[src/rtl/mem_port_arbiter.sv]
// Shares one unified memory between fetch and data ports; data wins, the just-served port is masked for one round.
// Ready pulses two cycles after a request is sampled; requesters stall by holding req until their ready pulse.
module mem_port_arbiter #(
  parameter int ADDR_W = 8,
  parameter int DATA_W = 32
) (
  input  logic              clk,
  input  logic              rst,
  input  logic              if_req,
  input  logic [ADDR_W-1:0] if_addr,
  output logic              if_ready,
  output logic [DATA_W-1:0] if_rdata,
  output logic              if_err,
  input  logic              d_req,
  input  logic              d_we,
  input  logic [2:0]        d_funct3,
  input  logic [ADDR_W-1:0] d_addr,
  input  logic [DATA_W-1:0] d_wdata,
  output logic              d_ready,
  output logic [DATA_W-1:0] d_rdata,
  output logic              d_err,
  output logic [ADDR_W-1:0] mem_addr,
  output logic              mem_re,
  output logic              mem_we,
  output logic [2:0]        mem_funct3,
  output logic [DATA_W-1:0] mem_wdata,
  input  logic [DATA_W-1:0] mem_rdata,
  output logic              busy
);

  localparam logic [2:0] F3_WORD = 3'b010;

  typedef enum logic [1:0] {IDLE, ACCESS, RESP, ERRR} state_t;

  state_t state, state_nx;
  logic   served_d;
  logic   err_pend;
  logic   resp_like, arb_en;
  logic   d_cand, f_cand;
  logic   grant_d, grant_f, grant, grant_err;
  logic   d_mis, f_mis;

  // The port answered in RESP/ERRR is masked so a still-high req cannot win twice in a row.
  always_comb begin
    resp_like = (state == RESP) || (state == ERRR);
    arb_en    = (state == IDLE) || resp_like;
    d_cand    = d_req && !(resp_like && served_d);
    f_cand    = if_req && !(resp_like && !served_d);
    grant_d   = arb_en && d_cand;
    grant_f   = arb_en && !d_cand && f_cand;
    grant     = grant_d || grant_f;
    f_mis     = |if_addr[1:0];
    if (d_funct3[1])      d_mis = |d_addr[1:0];
    else if (d_funct3[0]) d_mis = d_addr[0];
    else                  d_mis = 1'b0;
    grant_err = grant_d ? d_mis : f_mis;
  end

  always_ff @(posedge clk or negedge rst) begin
    if (!rst) state <= IDLE;
    else      state <= state_nx;
  end

  always_comb begin
    state_nx = state;
    if_ready = 1'b0;
    d_ready  = 1'b0;
    if_err   = 1'b0;
    d_err    = 1'b0;
    busy     = (state != IDLE);
    case (state)
      IDLE:   if (grant) state_nx = ACCESS;
      // A misaligned grant still spends one ACCESS cycle, strobes low, so ready timing is uniform.
      ACCESS: state_nx = err_pend ? ERRR : RESP;
      RESP, ERRR: begin
        if_ready = !served_d;
        d_ready  = served_d;
        if_err   = (state == ERRR) && !served_d;
        d_err    = (state == ERRR) && served_d;
        state_nx = grant ? ACCESS : IDLE;
      end
      default: state_nx = IDLE;
    endcase
  end

  always_ff @(posedge clk or negedge rst) begin
    if (!rst) begin
      mem_addr   <= '0;
      mem_funct3 <= '0;
      mem_wdata  <= '0;
      mem_re     <= 1'b0;
      mem_we     <= 1'b0;
      if_rdata   <= '0;
      d_rdata    <= '0;
      served_d   <= 1'b0;
      err_pend   <= 1'b0;
    end else begin
      if (state == ACCESS) begin
        if (mem_re) begin
          if (served_d) d_rdata  <= mem_rdata;
          else          if_rdata <= mem_rdata;
        end
        mem_re <= 1'b0;
        mem_we <= 1'b0;
      end
      if (grant) begin
        served_d <= grant_d;
        err_pend <= grant_err;
        if (!grant_err) begin
          if (grant_d) begin
            mem_addr   <= d_addr;
            mem_funct3 <= d_funct3;
            mem_wdata  <= d_wdata;
            mem_re     <= !d_we;
            mem_we     <= d_we;
          end else begin
            mem_addr   <= if_addr;
            mem_funct3 <= F3_WORD;
            mem_re     <= 1'b1;
            mem_we     <= 1'b0;
          end
        end
      end
    end
  end

endmodule
[config.mk]
export PLATFORM = sky130hd
export DESIGN_NAME = mem_port_arbiter
export DESIGN_NICKNAME = d
export VERILOG_FILES = /design/src/rtl/mem_port_arbiter.sv
export SDC_FILE = /design/constraint.sdc
export NUM_CORES = 1
export LEC_CHECK = 0
export ABC_CLOCK_PERIOD_IN_PS = 2800
export CORE_MARGIN = 3
export CORE_UTILIZATION = 40
export DETAILED_ROUTE_END_ITERATION = 12
export GPL_TIMING_DRIVEN = 0
export PLACE_DENSITY = 0.78
export SETUP_SLACK_MARGIN = 0.4
export SLEW_MARGIN = 20
export SYNTH_ARGS = -nofsm -noshare
export SYNTH_HDL_FRONTEND = slang
export SYNTH_SLANG_ARGS = --single-unit
[constraint.sdc]
create_clock -name clk -period 2.8 [get_ports clk]
set_input_delay 0.7 -clock clk [delete_from_list [all_inputs] [get_ports clk]]
set_output_delay 0.7 -clock clk [all_outputs]
set_load 0.05 [all_outputs]
==> reports/results.txt, run 1 <==
last weighted congestion value of the routability-driven placer: 0.741
wl on met1: 4.42 mm
final number of setup-violating endpoints: 0
clock-pin slew of the registers on the worst-case setup and hold paths: 50 ps
Arr. time, crit path: 1670 ps
Via density: 4.86
DRC violations left: 0
area share of xor/xnor cells in the synthesized design: 0
setup repair after global routing missed its margin: no
Die Ht: 111 µm
via count of the first global-routing pass: 3,451
dominant cell by count in the synthesized netlist: sky130_fd_sc_hd__dfrtp_1
number of library cell types mapped by synthesis: 30
area of the die: 0.0124 mm²
Top Layer Used: met4
largest cells by area after synthesis: sky130_fd_sc_hd__dfrtp_1 (64%), sky130_fd_sc_hd__mux2_2 (24%), sky130_fd_sc_hd__mux2i_1 (2.0%)
Core Region: 0.0106 mm²
kind of capture point of the worst setup path: output pin
Post-Syn Area: 0.00443 mm²
outcome: finished, final reports clean
largest area contributor in the netlist: sky130_fd_sc_hd__dfrtp_1
Pre-antenna DRT Iters: 6
number of instances in the synthesized netlist: 292
share of post-route cells with drive strength above 1: 0.281
CP max stage delay: 810 ps
placed wire-length estimate: 8.31 mm
fraction of the mapped netlist area in simple logic gates: 0.0387
Crit Path Category: flip-flop to output pin
CTS H-tree depth: 4
effective utilization at floorplan: 0.420
post-synthesis to final-layout area growth: 67.3%
Seq/Total Area, Yosys: 0.638
clock tree buffer depth: 2
maximum number of pins on one net before global-route repair: 80
clock sinks: 113
met3 routed wirelength: 729 µm
violation count after the first detailed-route iteration: 88
global route total overflow: 0
post-route setup TNS: 0 ps
Root Buffer: sky130_fd_sc_hd__clkbuf_8
Synth Register Bits: 113
mux contribution to synthesized area: 0.264
number of warnings printed during yosys synthesis: 0
cell family contributing the most delay on the critical path: buffers and inverters
post-detailed-routing wire length: 11.5 mm
final worst path period share: 0.846
wire length of the first global-routing pass: 18.1 mm
cell type of the slowest stage on the worst timing path: sky130_fd_sc_hd__clkdlybuf4s50_1
count of buffers from port buffering: 201
pin slew with the least headroom to its limit: 643 ps
share of flip-flops with an asynchronous set or reset after synthesis: 1.00
std cell rows: 37
worst slew margin relative to its limit: 0.571
count of flip-flops with a built-in enable after synthesis: 0
synthesized-area fraction occupied by ao, oa, aoi and oai cells: 0.0412
worst min-delay path class: input port to async pin
Most used DFF post-synth: sky130_fd_sc_hd__dfrtp_1
clock tree from TritonCTS: yes
Worst Clk Skew: 6.88 ps
post-detailed-route wirelength per cell: 17.3 µm
number of buffers created by CTS: 17
dominant combinational cell family by area after synthesis: multiplexers
global-route usage over all layers: 0.186
Skew-Pair Late Insertion Delay: 500 ps
Adder-Cell Fraction of Synth Area: 0
top cells by instance count after synthesis: sky130_fd_sc_hd__dfrtp_1 (113), sky130_fd_sc_hd__mux2_2 (93), sky130_fd_sc_hd__nand2_1 (13)
maximum fanout along the worst path: 2
syn_area_per_cell: 15.2 µm²
antenna viol nets, final: 0
number of buffer and inverter instances along the worst setup path: 1
postcts setup bufs: 0
met2 routed wirelength: 6.12 mm
max-cap viol count: 0
final number of max-transition violations: 0
diode insertion count for antenna repair: 0
Net Count, Synth: 380
time the final worst path needs with I/O delays and setup: 2370 ps
cells traversed along the worst timing path: clkdlybuf4s50_1
nets: 601
total of hold buffers inserted after clock tree synthesis: 0
Fmax: 422 MHz
area share of the largest cell type after synthesis: 0.638
critical path required time: 2100 ps
Die X-Extent: 111 µm
via count of the routed design: 3,220
Layout Utilization: 0.702
final hold violation count: 0
crit path launch type: flip-flop
number of top-level design ports: 202
number of antenna violations at the first check in global routing: 0
[cells in the final DEF, fill, tap and decap left out, types with 2 or more instances in the layout]
master / n
sky130_fd_sc_hd__clkdlybuf4s15_2: 2
sky130_fd_sc_hd__clkbuf_2: 3
sky130_fd_sc_hd__o21ai_1: 4
sky130_fd_sc_hd__buf_4: 3
sky130_fd_sc_hd__mux2_1: 3
sky130_fd_sc_hd__dlygate4sd2_1: 13
sky130_fd_sc_hd__clkbuf_1: 4
sky130_fd_sc_hd__clkdlybuf4s50_1: 101
sky130_fd_sc_hd__mux2_2: 93
sky130_fd_sc_hd__buf_2: 6
sky130_fd_sc_hd__clkbuf_16: 16
sky130_fd_sc_hd__nand2b_4: 2
sky130_fd_sc_hd__dfrtp_1: 112
sky130_fd_sc_hd__a21oi_1: 5
sky130_fd_sc_hd__nor2_1: 3
sky130_fd_sc_hd__bufinv_16: 3
sky130_fd_sc_hd__o21ai_0: 12
sky130_fd_sc_hd__inv_1: 3
sky130_fd_sc_hd__clkbuf_8: 3
sky130_fd_sc_hd__buf_6: 2
sky130_fd_sc_hd__dlymetal6s2s_1: 81
sky130_fd_sc_hd__a22oi_1: 3
sky130_fd_sc_hd__clkinvlp_4: 2
sky130_fd_sc_hd__nor2b_1: 2
sky130_fd_sc_hd__clkinv_2: 4
sky130_fd_sc_hd__a21o_1: 2
sky130_fd_sc_hd__mux2i_1: 9
sky130_fd_sc_hd__and2_1: 2
sky130_fd_sc_hd__nand2_1: 13
[cells by family (layout without fill, tap and decap cells)]
family | count (synthesis) | after routing
buf+inv | 14 | 248
compound gates | 30 | 30
mux | 105 | 105
simple gates | 30 | 30
flops | 113 | 113
[worst paths after layout]
kind / start / end / slack [ps] / cells after the start
setup / recovery: d_rdata[25] / d_rdata[25] / 430 / 1
hold / removal: rst / d_rdata[8] / 80 / 1
setup reg to reg: state[1] / if_rdata[4] / 810 / 6
hold reg to reg: if_rdata[7] / if_rdata[7] / 490 / 1
max in group asynchronous: rst / served_d / 2020 / 2
min in group clk: if_rdata[7] / if_rdata[7] / 490 / 1
[timing repair]
item | 4_1_cts | 5_1_grt
pin swaps | 0 | 0
gates resized for setup | 24 | 86
endpoints found under the hold margin | 0 | 0
setup endpoints to repair | 18 | 85
[layer usage]
metal / track usage / vias to the layer above
met4: 0.0697 / 0
li1: - / 1485
met1: 0.205 / 1605
met2: 0.330 / 116
met3: 0.0617 / 14
met5: 0 / -
[layout make-up]
| type | count | area (µm²) |
|---|---|---|
| fill | 737 | 3140 |
| sequential | 113 | 2830 |
| timing repair buffer | 202 | 2210 |
| multi-input combinational | 165 | 1530 |
| clock buffer | 22 | 453 |
| tap | 136 | 170 |
| clock inverter | 10 | 134 |
| buffer | 11 | 67.6 |
| inverter | 3 | 11.3 |
[registers in the layout (all words and copies together), names as in the netlist, 2 cells and up]
signal / count
mem_addr: 8
state: 2
mem_wdata: 32
if_rdata: 32
mem_funct3: 3
d_rdata: 32
[per-stage QoR]
step / cells / cell area, µm² / hold WS (ps) / setup WS, ps
after floorplan: 292 / 4430 / 404 / 673
after global placement: 629 / 6620 / 462 / -3210
after detailed placement: 630 / 6650 / 478 / 15.1
after CTS: 662 / 7220 / 73.4 / 293
after global routing: 662 / 7410 / 75.9 / 389
final: 662 / 7410 / 79.5 / 431
Power of run 1 is left out: the tool's default activity adds up to more than one toggle a clock period on the data nets, which glitch-free logic cannot reach.
==> inputs of run 2 (changes only) <==
Settings changed: ABC_CLOCK_PERIOD_IN_PS 2800 to 2300.
Clock period 2.8 ns to 2.3 ns, I/O delays scaled along.
==> reports/results.txt, run 2 (synthesis gave the netlist of run 1 again) <==
outcome: finished, final reports clean
clock-pin slew of the registers on the worst-case setup and hold paths: 50 ps
worst slew margin relative to its limit: 0.585
final number of setup-violating endpoints: 0
Fmax: 509 MHz
CTS H-tree depth: 4
Die Ht: 111 µm
DRC violations left: 0
post-detailed-routing wire length: 11.6 mm
Layout Utilization: 0.709
number of top-level design ports: 202
placed wire-length estimate: 8.29 mm
final worst path period share: 0.854
post-route setup TNS: 0 ps
wire length of the first global-routing pass: 18.6 mm
maximum fanout along the worst path: 7
via count of the routed design: 3,256
global route total overflow: 0
effective utilization at floorplan: 0.420
clock tree from TritonCTS: yes
Via density: 4.90
Arr. time, crit path: 1390 ps
time the final worst path needs with I/O delays and setup: 1960 ps
post-synthesis to final-layout area growth: 68.7%
maximum number of pins on one net before global-route repair: 62
total of hold buffers inserted after clock tree synthesis: 0
commonest non-fill, non-tap cell in the layout: sky130_fd_sc_hd__dfrtp_1
kind of capture point of the worst setup path: output pin
std cell rows: 37
final hold violation count: 0
Die X-Extent: 111 µm
area of the die: 0.0124 mm²
post-detailed-route wirelength per cell: 17.4 µm
Skew-Pair Late Insertion Delay: 490 ps
clock sinks: 113
number of antenna violations at the first check in global routing: 0
commonest non-fill, non-tap cells in the layout: sky130_fd_sc_hd__dfrtp_1 (111), sky130_fd_sc_hd__clkdlybuf4s15_2 (107), sky130_fd_sc_hd__mux2_2 (93)
biggest registers after layout: d_rdata x32, if_rdata x32, mem_wdata x32
startpoint of the most critical register-to-register path: state[1]
worst min-delay path class: input port to async pin
final number of max-transition violations: 0
crit path launch type: flip-flop
critical path required time: 1730 ps
Crit Path Category: flip-flop to output pin
Critical path origin: served_d
clock tree buffer depth: 2
global-route usage over all layers: 0.191
Pre-antenna DRT Iters: 4
antenna viol nets, final: 0
share of post-route cells with drive strength above 1: 0.505
placed cell count: 630
Core Region: 0.0106 mm²
violation count after the first detailed-route iteration: 103
Worst Clk Skew: 6.42 ps
via count of the first global-routing pass: 3,484
placed cell areas: 0.00665 mm²
diode insertion count for antenna repair: 0
count of buffers from port buffering: 201
number of buffers created by CTS: 17
last weighted congestion value of the routability-driven placer: 0.725
final instance area: 0.00748 mm²
nets: 606
pin slew with the least headroom to its limit: 622 ps
non-filler cells in the finished layout: 665
setup repair after global routing missed its margin: yes
max-cap viol count: 0
Root Buffer: sky130_fd_sc_hd__clkbuf_8
## run 2: worst max-delay path: stages, from the launching register on
cell,delay (ps)
sky130_fd_sc_hd__dfrtp_2,470
sky130_fd_sc_hd__nor2b_4,140
sky130_fd_sc_hd__and2_4,150
sky130_fd_sc_hd__buf_8,140
## run 2: timing repair
item | in CTS | in global routing
pin swaps | 0 | 2
setup endpoints to repair | 180 | 66
gates resized for setup | 371 | 9
setup buffers | 0 | 5
hold endpoints to repair | 0 | 0
## run 2: routing by layer
metal / vias to the layer above / share of wire / global-route usage
met4: 0 / 0.020 / 0.0633
met5: - / 0 / 0
met2: 120 / 0.53 / 0.344
met3: 15 / 0.067 / 0.0704
li1: 1505 / - / -
met1: 1616 / 0.38 / 0.208
## run 2: area by class of cell
cell class / instances / area [µm²]
fillers: 743 / 3080
flip-flops and latches: 113 / 2830
repair buffers: 207 / 2220
multi-input cells: 165 / 1550
clock buffers: 21 / 469
well taps: 136 / 170
clock inverters: 9 / 154
plain buffers: 11 / 75.1
inverters: 3 / 11.3
## run 2: path summary, 6_finish.rpt
kind | endpoint | depth (start not counted) | slack (ps)
max in group asynchronous | state[1] | 2 | 1600
min in group clk | state[0] | 1 | 480
hold reg to reg | state[0] | 1 | 480
setup reg to reg | if_rdata[30] | 6 | 440
hold / removal | if_rdata[30] | 1 | 20
setup / recovery | if_err | 3 | 340
## run 2: metrics by stage
stage	hold WS [ps]	setup slack, ps
after floorplan	279	407
after global placement	460	-3550
after detailed placement	477	-275
after CTS	21.1	265
after global routing	34.9	270
final	19.6	336
Power of run 2 is left out for the same reason.
